## config.mk

```make
export PLATFORM = sky130hd
export DESIGN_NAME = multicycle_control
export DESIGN_NICKNAME = d
export VERILOG_FILES = /design/src/rtl/multicycle_control_pkg.sv /design/src/rtl/multicycle_control.sv
export SDC_FILE = /design/constraint.sdc
export NUM_CORES = 1
export LEC_CHECK = 0
export BUFFER_PORTS_ARGS = -buffer_cell sky130_fd_sc_hd__buf_4
export CORE_AREA = 2 2 39 41
export CTS_BUF_LIST = sky130_fd_sc_hd__clkbuf_16
export CTS_CLUSTER_SIZE = 12
export DETAILED_ROUTE_END_ITERATION = 8
export DIE_AREA = 0 0 41 43
export PLACE_DENSITY = 0.71
export SYNTH_ARGS = -nofsm -noshare
export SYNTH_HDL_FRONTEND = slang
export SYNTH_SLANG_ARGS = --single-unit
```

## constraint.sdc

```tcl
create_clock -name clk -period 4.6 [get_ports clk]
set_clock_uncertainty 0.15 [all_clocks]
set_input_delay 0.69 -clock clk [delete_from_list [all_inputs] [get_ports clk]]
set_output_delay 0.69 -clock clk [all_outputs]
set_load 0.1 [all_outputs]
```

## src/rtl/multicycle_control_pkg.sv

```systemverilog
// Shared types and constants for the multicycle MIPS-style control FSM.
// The JUMP state only exists when MC_JUMP_EN is defined.
`timescale 1ns/1ps
package multicycle_control_pkg;

  typedef enum logic [3:0] {
    FETCH  = 4'd0,
    DECODE = 4'd1,
    MEMADR = 4'd2,
    MEMRD  = 4'd3,
    MEMWB  = 4'd4,
    MEMWR  = 4'd5,
    RTEXEC = 4'd6,
    RTWB   = 4'd7,
    BRANCH = 4'd8
`ifdef MC_JUMP_EN
    , JUMP = 4'd9
`endif
  } state_t;

  localparam logic [5:0] OP_RTYPE = 6'b000000;
  localparam logic [5:0] OP_LW    = 6'b100011;
  localparam logic [5:0] OP_SW    = 6'b101011;
  localparam logic [5:0] OP_BEQ   = 6'b000100;
  localparam logic [5:0] OP_J     = 6'b000010;

  localparam logic [1:0] ALUOP_ADD   = 2'b00;
  localparam logic [1:0] ALUOP_SUB   = 2'b01;
  localparam logic [1:0] ALUOP_FUNCT = 2'b10;

  // ALU B-operand select: register B, constant 4, sign-extended imm, imm << 2
  localparam logic [1:0] SRCB_REG    = 2'b00;
  localparam logic [1:0] SRCB_FOUR   = 2'b01;
  localparam logic [1:0] SRCB_IMM    = 2'b10;
  localparam logic [1:0] SRCB_IMM_SH = 2'b11;

  localparam logic [1:0] PCSRC_ALU    = 2'b00;
  localparam logic [1:0] PCSRC_ALUOUT = 2'b01;
  localparam logic [1:0] PCSRC_JUMP   = 2'b10;

  // Dispatch out of DECODE; FETCH as the result marks an unsupported opcode.
  function automatic state_t decode_next(input logic [5:0] op);
    state_t nxt;
    case (op)
      OP_LW, OP_SW: nxt = MEMADR;
      OP_RTYPE:     nxt = RTEXEC;
      OP_BEQ:       nxt = BRANCH;
      OP_J: begin
`ifdef MC_JUMP_EN
        nxt = JUMP;
`else
        nxt = FETCH;
`endif
      end
      default:      nxt = FETCH;
    endcase
    return nxt;
  endfunction

endpackage

```

## src/rtl/multicycle_control.sv

```systemverilog
// Multicycle datapath control FSM (fetch/decode/mem/R-type/branch, optional jump).
// Define MC_JUMP_EN to enable the JUMP state for opcode 000010.
`timescale 1ns/1ps
module multicycle_control
  import multicycle_control_pkg::*;
(
  input  logic       clk,
  input  logic       reset,
  input  logic [5:0] opcode,
  input  logic       mem_ready,
  output logic       PCWrite,
  output logic       PCWriteCond,
  output logic       IorD,
  output logic       MemRead,
  output logic       MemWrite,
  output logic       MemtoReg,
  output logic       IRWrite,
  output logic       ALUSrcA,
  output logic       RegWrite,
  output logic       RegDst,
  output logic [1:0] PCSource,
  output logic [1:0] ALUSrcB,
  output logic [1:0] AluOP,
  output logic       illegal_op,
  output logic [3:0] state_dbg
);

  state_t state_reg;
  state_t state_next;
  state_t out_state;

  always_ff @(posedge clk) begin
    if (reset) begin
      state_reg <= FETCH;
    end else begin
      state_reg <= state_next;
    end
  end

  always_comb begin
    state_next = state_reg;
    case (state_reg)
      FETCH:  state_next = mem_ready ? DECODE : FETCH;
      DECODE: state_next = decode_next(opcode);
      MEMADR: begin
        if (opcode == OP_SW)      state_next = MEMWR;
        else if (opcode == OP_LW) state_next = MEMRD;
        else                      state_next = FETCH;
      end
      MEMRD:  state_next = mem_ready ? MEMWB : MEMRD;
      MEMWB:  state_next = FETCH;
      MEMWR:  state_next = mem_ready ? FETCH : MEMWR;
      RTEXEC: state_next = RTWB;
      RTWB:   state_next = FETCH;
      BRANCH: state_next = FETCH;
`ifdef MC_JUMP_EN
      JUMP:   state_next = FETCH;
`endif
      default: state_next = FETCH;
    endcase
  end

  // Outputs present FETCH while reset is high, even though the register only
  // moves to FETCH at the next edge.
  assign out_state = reset ? FETCH : state_reg;
  assign state_dbg = out_state;

  always_comb begin
    PCWrite     = 1'b0;
    PCWriteCond = 1'b0;
    IorD        = 1'b0;
    MemRead     = 1'b0;
    MemWrite    = 1'b0;
    MemtoReg    = 1'b0;
    IRWrite     = 1'b0;
    ALUSrcA     = 1'b0;
    RegWrite    = 1'b0;
    RegDst      = 1'b0;
    PCSource    = PCSRC_ALU;
    ALUSrcB     = SRCB_REG;
    AluOP       = ALUOP_ADD;
    illegal_op  = 1'b0;
    case (out_state)
      FETCH: begin
        MemRead = 1'b1;
        ALUSrcB = SRCB_FOUR;
        AluOP   = ALUOP_ADD;
        IRWrite = mem_ready;
        PCWrite = mem_ready;
      end
      DECODE: begin
        ALUSrcB    = SRCB_IMM_SH;
        AluOP      = ALUOP_ADD;
        illegal_op = (decode_next(opcode) == FETCH);
      end
      MEMADR: begin
        ALUSrcA = 1'b1;
        ALUSrcB = SRCB_IMM;
        AluOP   = ALUOP_ADD;
      end
      MEMRD: begin
        MemRead = 1'b1;
        IorD    = 1'b1;
      end
      MEMWB: begin
        RegWrite = 1'b1;
        MemtoReg = 1'b1;
      end
      MEMWR: begin
        MemWrite = 1'b1;
        IorD     = 1'b1;
      end
      RTEXEC: begin
        ALUSrcA = 1'b1;
        ALUSrcB = SRCB_REG;
        AluOP   = ALUOP_FUNCT;
      end
      RTWB: begin
        RegWrite = 1'b1;
        RegDst   = 1'b1;
      end
      BRANCH: begin
        ALUSrcA     = 1'b1;
        ALUSrcB     = SRCB_REG;
        AluOP       = ALUOP_SUB;
        PCWriteCond = 1'b1;
        PCSource    = PCSRC_ALUOUT;
      end
`ifdef MC_JUMP_EN
      JUMP: begin
        PCWrite  = 1'b1;
        PCSource = PCSRC_JUMP;
      end
`endif
      default: ;
    endcase
    if (reset) begin
      PCWrite     = 1'b0;
      PCWriteCond = 1'b0;
      MemRead     = 1'b0;
      MemWrite    = 1'b0;
      IRWrite     = 1'b0;
      RegWrite    = 1'b0;
      illegal_op  = 1'b0;
    end
  end

endmodule

```

==> key figures, run 1 <==
Power
  – Clock power frac: 60.6%
  – Leakage power total: 0.000329 uW
  – PwrDens: 279 nW/um2
  – Part of the power in combinational logic: 21.9%
  – Switching Share: 27.1%
  – Part of the power in registers: 17.5%
  – Worst vdd ir: 0.000256 V
  – P_int: 159 uW
  – Net switching power: 59.0 uW
  – Pwr Total: 218 uW

Cells and area
  – Fillers: 140
  – Layout Utilization: 56.5%
  – Fin cells: 109
  – Multi-input logic area: 389 um2
  – Layout area overhead: 57.8%
  – Reg area: 80.1 um2
  – Ratio of cells with drive above 1 in the final layout: 44.1%
  – N_diodes: 0
  – Max reg flops: 4
  – Nets: 104

Yosys
  – Post-synth EDFFs: 0
  – Post-Syn Area per Cell: 6.98 um2
  – Largest cells by area after synthesis: dfxtp_1, nor3_1, buf_4, nor2b_1, nand2b_1
  – Top cell type's share of synthesized area: 16.2%
  – Synth Register Bits: 4
  – Syn nets: 80
  – FFs w/ async S/R, synth: 0%
  – Post-Synthesis Cells: 71
  – Library cells used by synthesis: 32
  – Synth area leader: dfxtp_1
  – Top FF cell, synth: dfxtp_1
  – Netlist Area Pre-Place: 495 um2
  – YS warnings: 0
  – Seq/Total Area, Yosys: 16.2%

STA
  – Final hold violations: 0
  – Slew headroom: 64.9%
  – Worst slew pin tran: 526 ps
  – # setup viols final: 0
  – Unrepaired setup endpoints after global routing: no
  – Min cycle time layout: 2670 ps
  – Final worst path period share: 58.1%
  – Fmax: 374 MHz
  – Hold_ws: 553 ps
  – Slew Limit Fails: 0

Critical path
  – Crit start category: primary input
  – Reg2Reg Depth: 4
  – Kind of end point of the critical path: output pin
  – Slowest-stage cell, CP: or3_1
  – Crit path kind: in -> out
  – R2r setup slk: 2520 ps
  – Worst Path Arrival: 1830 ps
  – Delay-heaviest family, CP: simple AND/OR/NAND/NOR gates
  – Crit-path cells: buf_4 -> or3_1 -> o31ai_1 -> nor3_4 -> buf_4
  – RR Endpoint: state_reg[2]$_SDFF_PP0_
  – Critical Path Most Common Cell: buf_4
  – Critical path required time: 3760 ps
  – Bufs and invs on worst path: 2
  – Crit Reg-Reg Startpoint: state_reg[0]$_SDFF_PP0_
  – Worst Path Max Fanout: 2
  – Slowest stage delay, CP: 380 ps

Global routing
  – Remaining Overflow, GRT: 0
  – Largest net degree at the start of global routing: 17
  – Global-route wire length before repair: 2.06 mm
  – GRT Util Overall: 16.6%
  – Number of global-route vias before repair: 489
  – Initial antenna violation count: 0

Detailed routing
  – DR iter-0 viols: 1
  – Post-route ant nets: 0
  – DR WL/cell: 11.7 um
  – Via count: 584
  – Vias per cell: 5.36
  – TritonRoute pass-1 iters: 3
  – Total Routed Length: 1.28 mm
  – Drt drc: 0

Clocking
  – Post-CTS Hold Buffers: 0
  – CTS Buffer Depth: 2
  – # Post-CTS Setup Buffers: 0
  – Num CTS Buffers: 3
  – Clock sinks: 4
  – CTS resizes: 0
  – H-tree depth: 1
  – Clock Tree Root: clkbuf_16
  – Worst-path clk slew: 30 ps
  – Clk_lat worst skew: 220 ps
  – CTS tree: built

Floorplan
  – Die area: 1760 um2
  – Die height: 43 um
  – Initial core utilization: 35.8%
  – Top Ports: 30
  – Cell row count: 14
  – Die width: 41 um
  – CORE AREA: 1380 um2

Place
  – Port bufs: 28
  – Cell Count Post-Placement: 106
  – DP HPWL: 1.01 mm
  – Routability congestion estimate: 0.792

Min path
  – Worst hold path class: reg -> reg
  – WHS Endpoint: state_reg[3]$_SDFF_PP0_
  – Hold depth: 2
  – Hold Crit Start: state_reg[0]$_SDFF_PP0_

Outcome
  – Outcome: complete, no violations

Flow run
  – Maxcap violations: 0
logic make-up after synthesis:
family / share of synthesized area [%]
simple gates: 48.2
buf+inv: 12.4
compound gates: 15.2
flops: 16.2
xor+xnor: 5.30
mux: 2.02
other cells: 0.757
through the flow:
step                      cell area (um2)  setup TNS [ps]  setup slack, ps
after floorplan                       531            -954             -384
after global placement                707               0             1920
after detailed placement              707               0             1920
after CTS                             782               0             1920
after global routing                  782               0             1850
final                                 782               0             1930
layout make-up:
cell class	instances	share of cell area, %
flip-flops and latches	4	10.2
inverters	2	0.960
clock buffers	3	9.60
multi-input cells	56	49.8
repair buffers	28	26.9
well taps	16	2.56
power groups by stage:
stage | combinational [uW] | sequential (uW) | clock, uW
after detailed placement | 48.1 | 38.6 | 0
after global routing | 50.5 | 38.4 | 140
final | 47.8 | 38.2 | 132
after CTS | 48.1 | 38.1 | 135
after global placement | 47.6 | 38.6 | 0
after floorplan | 39.1 | 36.6 | 0
cell usage in the layout, fill, tap and decap left out:
| master | count |
|---|---|
| nand3b_1 | 1 |
| inv_1 | 2 |
| o31ai_1 | 1 |
| mux2i_1 | 1 |
| buf_4 | 28 |
| a21o_1 | 1 |
| conb_1 | 1 |
| dfxtp_1 | 4 |
| nor4_2 | 1 |
| a211o_1 | 1 |
| a21oi_1 | 1 |
| o221ai_1 | 1 |
| nor4_1 | 2 |
| or3_1 | 3 |
| and3b_1 | 2 |
| nor3b_2 | 1 |
| nor2_1 | 5 |
| clkbuf_16 | 3 |
| nor3_4 | 1 |
| or4b_2 | 1 |
| nor2b_1 | 2 |
| nor2b_2 | 3 |
| xnor2_1 | 2 |
| a31oi_1 | 2 |
| o2bb2a_1 | 1 |
| or4_4 | 1 |
| xor2_1 | 1 |
| nand3_1 | 2 |
| nor3_1 | 7 |
| nor3_2 | 1 |
| nand2_1 | 4 |
| nand2b_1 | 3 |
| o21ai_0 | 1 |
| a211o_2 | 1 |
| nand4b_1 | 1 |
Yosys cell counts (2+ instances only):
library cell / number
a31oi_1: 2
and3b_1: 2
buf_4: 5
clkbuf_1: 3
dfxtp_1: 4
inv_1: 2
nand2_1: 4
nand2b_1: 3
nand3_1: 2
nor2_1: 5
nor2b_1: 5
nor3_1: 9
nor4_1: 3
or3_1: 3
xnor2_1: 2
per-layer routing:
layer | vias to the layer above | part of all wire, % | track usage (%)
met3 | 0 | 7.1 | 6.28
li1 | 298 | - | -
met1 | 267 | 44 | 20.3
met5 | - | 0 | 0
met4 | 0 | 0 | 2.00
met2 | 19 | 49 | 27.2
worst register-to-register path, cell delays in order (launching register included):
cell and delay (ps):
dfxtp_1 640, inv_1 190, or4b_2 690, a21o_1 190, a31oi_1 140
how the worst max path moves through the flow:
stage	start	to	cells past startpoint
after floorplan	reset	MemWrite	4
after global placement	opcode[5]	illegal_op	5
after detailed placement	opcode[5]	illegal_op	5
after CTS	opcode[5]	illegal_op	5
after global routing	opcode[5]	illegal_op	5
final	opcode[5]	illegal_op	5
Power figures use the tool's default switching activity.
==> inputs of run 2 (changes only) <==
--- a/config.mk
+++ b/config.mk
@@ -5,13 +5,14 @@
 export SDC_FILE = /design/constraint.sdc
 export NUM_CORES = 1
 export LEC_CHECK = 0
+export ABC_AREA = 1
 export BUFFER_PORTS_ARGS = -buffer_cell sky130_fd_sc_hd__buf_4
-export CORE_AREA = 2 2 39 41
+export CORE_MARGIN = 2
+export CORE_UTILIZATION = 37
 export CTS_BUF_LIST = sky130_fd_sc_hd__clkbuf_16
 export CTS_CLUSTER_SIZE = 12
 export DETAILED_ROUTE_END_ITERATION = 8
-export DIE_AREA = 0 0 41 43
-export PLACE_DENSITY = 0.71
+export PLACE_DENSITY = 0.72
 export SYNTH_ARGS = -nofsm -noshare
 export SYNTH_HDL_FRONTEND = slang
 export SYNTH_SLANG_ARGS = --single-unit
==> constraint.sdc (replaced) <==
create_clock -name clk -period 2.1 [get_ports clk]
set_clock_uncertainty 0.15 [all_clocks]
set_input_delay 0.315 -clock clk [delete_from_list [all_inputs] [get_ports clk]]
set_output_delay 0.315 -clock clk [all_outputs]
set_load 0.1 [all_outputs]
==> key figures, run 2 <==
Outcome
  – Outcome: complete, no violations

Critical path
  – Crit start category: flop
  – Critical path required time: 1630 ps
  – Kind of end point of the critical path: output pin
  – CP startpoint: state_reg[3]$_SDFF_PP0_
  – Crit Reg-Reg Startpoint: state_reg[3]$_SDFF_PP0_
  – Crit path kind: reg -> out
  – Worst Path Arrival: 1510 ps
  – Worst Path Max Fanout: 5

Place
  – DP HPWL: 1.22 mm
  – Routability congestion estimate: 0.848
  – Port bufs: 28
  – Cell Count Post-Placement: 134

Yosys
  – Seq/Total Area, Yosys: 15.6%
  – Adder-cell share of the synthesized area: 0%
  – YS warnings: 0
  – Syn nets: 103
  – Library cells used by synthesis: 22
  – Top FF cell, synth: dfxtp_1
  – Synth Area in XOR/XNOR: 0%
  – Netlist Area Pre-Place: 512 um2
  – Post-synth EDFFs: 0
  – Synth area leader: dfxtp_1
  – Largest cells by area after synthesis: dfxtp_1, nor2_1, nand3_1, nand2_1, nor2_2
  – Top cell type's share of synthesized area: 15.6%
  – Mux share of post-synthesis cell area: 0%
  – Synth Area in Simple Gates: 60.1%
  – Post-synthesis compound-gate area fraction: 6.11%
  – Most frequent cell after synthesis: nor2_1
  – FFs w/ async S/R, synth: 0%
  – Synth Register Bits: 4
  – Top post-synthesis cells by count: nor2_1, nand2_1, nand3_1, inv_1, nor2_2
  – Post-Synthesis Cells: 94
  – Largest family of logic cells by synthesized area: simple AND/OR/NAND/NOR gates
  – Post-Syn Area per Cell: 5.44 um2

Power
  – PwrDens: 544 nW/um2
  – Pwr Total: 502 uW
  – Worst vdd ir: 0.000560 V
  – Leakage power total: 0.000445 uW

Detailed routing
  – Post-route ant nets: 0
  – Drt drc: 0
  – DR WL/cell: 10.6 um
  – TritonRoute pass-1 iters: 4
  – Vias per cell: 4.76
  – DR iter-0 viols: 15
  – Total Routed Length: 1.46 mm
  – Via count: 657

Flow run
  – Maxcap violations: 0

STA
  – Final hold violations: 0
  – # setup viols final: 0
  – Fmax: 505 MHz
  – Hold_ws: 236 ps
  – Slew Limit Fails: 0
  – Final worst path period share: 94.2%
  – Unrepaired setup endpoints after global routing: no
  – Min cycle time layout: 1980 ps

Global routing
  – Number of global-route vias before repair: 504
  – GRT Util Overall: 18.7%
  – Largest net degree at the start of global routing: 11
  – Met1 Use GR: 27.1%
  – Global-route wire length before repair: 2.15 mm
  – Initial antenna violation count: 0
  – Grt met3 use: 1.63%
  – Global routing's busiest layer: met2
  – Remaining Overflow, GRT: 0
  – GRT met2 Usage: 30.5%

Floorplan
  – Cell row count: 13
  – Die width: 41.2 um
  – Die area: 1700 um2
  – CORE AREA: 1300 um2
  – Die height: 41.2 um
  – Initial core utilization: 39.3%
  – Top Ports: 30

Cells and area
  – Max reg flops: 4
  – N_diodes: 0
  – Nets: 133
  – Most common cell after layout, fill and taps aside: buf_4
  – Fin cells: 138
  – Layout area overhead: 80.2%
  – Commonest non-fill, non-tap cells in the layout: buf_4, nor2_1, nand2_1
  – Ratio of cells with drive above 1 in the final layout: 56.1%
  – Layout Utilization: 70.9%

Clocking
  – CTS tree: built
  – Clk_lat worst skew: 220 ps
  – # Post-CTS Setup Buffers: 0
  – Post-CTS Hold Buffers: 0
  – CTS Buffer Depth: 2
  – Num CTS Buffers: 3
  – H-tree depth: 1
  – Clock Tree Root: clkbuf_16
  – Clock sinks: 4
  – Worst-path clk slew: 30 ps
  – CTS resizes: 0

Min path
  – Hold Crit Start: opcode[3]
  – Worst hold path class: in -> reg
[run 2: layout make-up]
type / count / area (um2)
tap: 15 / 18.8
clock inverter: 1 / 3.75
sequential: 4 / 86.3
timing repair buffer: 29 / 218
inverter: 16 / 63.8
fill: 112 / 379
multi-input combinational: 70 / 457
clock buffer: 3 / 75.1
[run 2: worst paths after layout]
check	slack [ps]	cells past startpoint	to
setup reg to reg	760	7	state_reg[1]$_SDFF_PP0_
setup / recovery	120	5	ALUSrcA
hold / removal	240	3	state_reg[2]$_SDFF_PP0_
hold reg to reg	630	6	state_reg[2]$_SDFF_PP0_
[run 2: worst max-delay path: stages (launching register included)]
cell and delay (ps):
dfxtp_1 390, inv_2 120, nor4_4 330, nor2_2 90
o21ai_4 60, buf_4 300
[run 2: logic make-up after synthesis]
kind of cell           Yosys count
and+or+nand+nor                 63
buffers and inverters           20
AOI/OAI and AO/OA                6
DFF                              4
other                            1
[run 2: per-layer routing]
metal,vias to the layer above,part of all wire (%)
met5,-,0
met4,0,0
met3,0,5.1
met2,20,49
met1,285,46
li1,352,-
[run 2: power breakdown]
| group | leakage, uW | switching [uW] | internal (uW) | total [uW] |
|---|---|---|---|---|
| Combinational | 0.000369 | 92.4 | 29.2 | 122 |
| Clock | 0.0000423 | 55.4 | 246 | 301 |
| Sequential | 0.0000341 | 1.82 | 76.9 | 78.7 |
| Total | 0.000445 | 150 | 352 | 502 |
[run 2: through the flow]
step	TNS, ps	setup slack [ps]	instance area, um2
4_1_cts	0	94.1	922
5_1_grt	0	24.8	922
3_3_place_gp	0	300	843
2_1_floorplan	-3630	-477	666
3_5_place_dp	0	248	843
6_report	0	121	922
==> inputs of run 3 (changes only) <==
--- a/config.mk
+++ b/config.mk
@@ -6,7 +6,7 @@
 export NUM_CORES = 1
 export LEC_CHECK = 0
 export ABC_AREA = 1
-export BUFFER_PORTS_ARGS = -buffer_cell sky130_fd_sc_hd__buf_4
+export BUFFER_PORTS_ARGS = -buffer_cell sky130_fd_sc_hd__buf_2
 export CORE_MARGIN = 2
 export CORE_UTILIZATION = 37
 export CTS_BUF_LIST = sky130_fd_sc_hd__clkbuf_16
==> key figures, run 3 (same netlist as run 2, synthesis figures left out) <==
Floorplan
  – Initial core utilization: 39.3%
  – Die height: 41.2 um
  – CORE AREA: 1300 um2
  – Top Ports: 30
  – Die area: 1700 um2
  – Cell row count: 13
  – Die width: 41.2 um

Flow run
  – Maxcap violations: 0

Min path
  – Worst hold path class: in -> reg
  – Hold depth: 3
  – WHS Endpoint: state_reg[2]$_SDFF_PP0_
  – Hold Crit Start: opcode[3]

Cells and area
  – Post-Layout Inst Area: 1020 um2
  – Commonest non-fill, non-tap cells in the layout: buf_2, nor2_1, nand2_1
  – Max reg flops: 4
  – Most common cell after layout, fill and taps aside: buf_2
  – N_diodes: 0
  – Fillers: 100
  – Layout area overhead: 100%
  – Nets: 134
  – Fin cells: 139
  – Ratio of cells with drive above 1 in the final layout: 56.5%

Detailed routing
  – DR WL/cell: 11.8 um
  – Via count: 733
  – TritonRoute pass-1 iters: 4
  – Total Routed Length: 1.64 mm
  – Post-route ant nets: 0
  – Vias per cell: 5.27
  – DR iter-0 viols: 44
  – Drt drc: 0

Clocking
  – H-tree depth: 1
  – CTS tree: built
  – Clk_lat worst skew: 220 ps
  – CTS resizes: 0
  – Post-CTS Hold Buffers: 0
  – Clock Tree Root: clkbuf_16
  – Worst-path clk slew: 30 ps
  – Num CTS Buffers: 3
  – CTS Buffer Depth: 2
  – # Post-CTS Setup Buffers: 0
  – Clock sinks: 4

Critical path
  – Slowest-stage cell, CP: buf_2
  – Crit-path cells: inv_2 -> nor2_2 -> inv_1 -> nor2_2 -> buf_2
  – Critical Path Most Common Cell: nor2_2
  – Slowest stage delay, CP: 420 ps
  – Crit Reg-Reg Startpoint: state_reg[3]$_SDFF_PP0_
  – Bufs and invs on worst path: 3
  – Critical path required time: 1630 ps
  – Delay-heaviest family, CP: buffers and inverters
  – Worst Path Max Fanout: 5
  – Kind of end point of the critical path: output pin
  – Crit path kind: reg -> out
  – Worst Path Arrival: 1520 ps
  – Reg2Reg Depth: 7
  – Crit start category: flop
  – RR Endpoint: state_reg[0]$_SDFF_PP0_
  – CP startpoint: state_reg[0]$_SDFF_PP0_
  – R2r setup slk: 710 ps

Power
  – Worst vdd ir: 0.000568 V
  – Leakage power total: 0.000476 uW
  – PwrDens: 499 nW/um2

Place
  – DP HPWL: 1.35 mm
  – Port bufs: 28
  – Routability congestion estimate: 0.863
  – Cell Count Post-Placement: 135
  – Dpl cell area: 946 um2

STA
  – Setup TNS: 0 ps
  – Unrepaired setup endpoints after global routing: no
  – Fmax: 503 MHz
  – Slew Limit Fails: 0
  – # setup viols final: 0
  – Min cycle time layout: 1990 ps
  – Final worst path period share: 94.7%
  – Final hold violations: 0

Global routing
  – GRT Util Overall: 22.2%
  – Number of global-route vias before repair: 582
  – Remaining Overflow, GRT: 0
  – Initial antenna violation count: 0
  – Global-route wire length before repair: 2.54 mm
  – Largest net degree at the start of global routing: 11

Outcome
  – Outcome: complete, no violations
-- run 3: changes by cell type in the layout (fill, tap and decap cells not counted) --
cell,delta
buf_2,+17
buf_4,-27
buf_12,+11
-- run 3: routing by layer --
metal	part of all wire (%)	track usage [%]	up-vias	wire length [um]
met3	8.9	2.72	2	145
met4	0.85	6.45	0	14
met5	0	0	-	0
li1	-	-	352	-
met1	37	27.1	331	598
met2	54	39.8	48	879
-- run 3: how the worst max path moves through the flow --
| stage | endpoint | cells past startpoint |
|---|---|---|
| finish | MemWrite | 5 |
| detailed placement | IorD | 5 |
| floorplan | ALUSrcA | 6 |
| global placement | IorD | 5 |
| global route | MemWrite | 5 |
| CTS | MemWrite | 5 |
-- run 3: power by group --
part / internal, uW / total [uW] / switching [uW]
sequential: 76.9 / 78.7 / 1.81
clock: 246 / 297 / 51.7
combinational: 37.8 / 135 / 97.3
-- run 3: metrics by stage --
step | total power (uW) | hold WS (ps) | util [%] | setup WS (ps)
2_1_floorplan | 183 | 301 | - | -477
3_3_place_gp | 212 | 457 | 72.7 | 288
3_5_place_dp | 214 | 461 | 72.7 | 232
4_1_cts | 514 | 228 | 78.8 | 127
6_report | 511 | 225 | 78.8 | 112
5_1_grt | 528 | 238 | 78.8 | 43.6
-- run 3: cell type report --
cell class,count,area (um2),share of cell area (%)
flip-flops and latches,4,86.3,8.42
clock inverters,1,3.75,0.366
well taps,15,18.8,1.83
repair buffers,30,320,31.3
clock buffers,3,75.1,7.33
multi-input cells,70,457,44.6
inverters,16,63.8,6.23
-- run 3: worst reg2reg max path: cells and delay by family (launching register included) --
family / cells / cell delay [ps]
buffers and inverters: 2 / 170
flip-flops: 1 / 390
AND/OR/NAND/NOR: 5 / 570
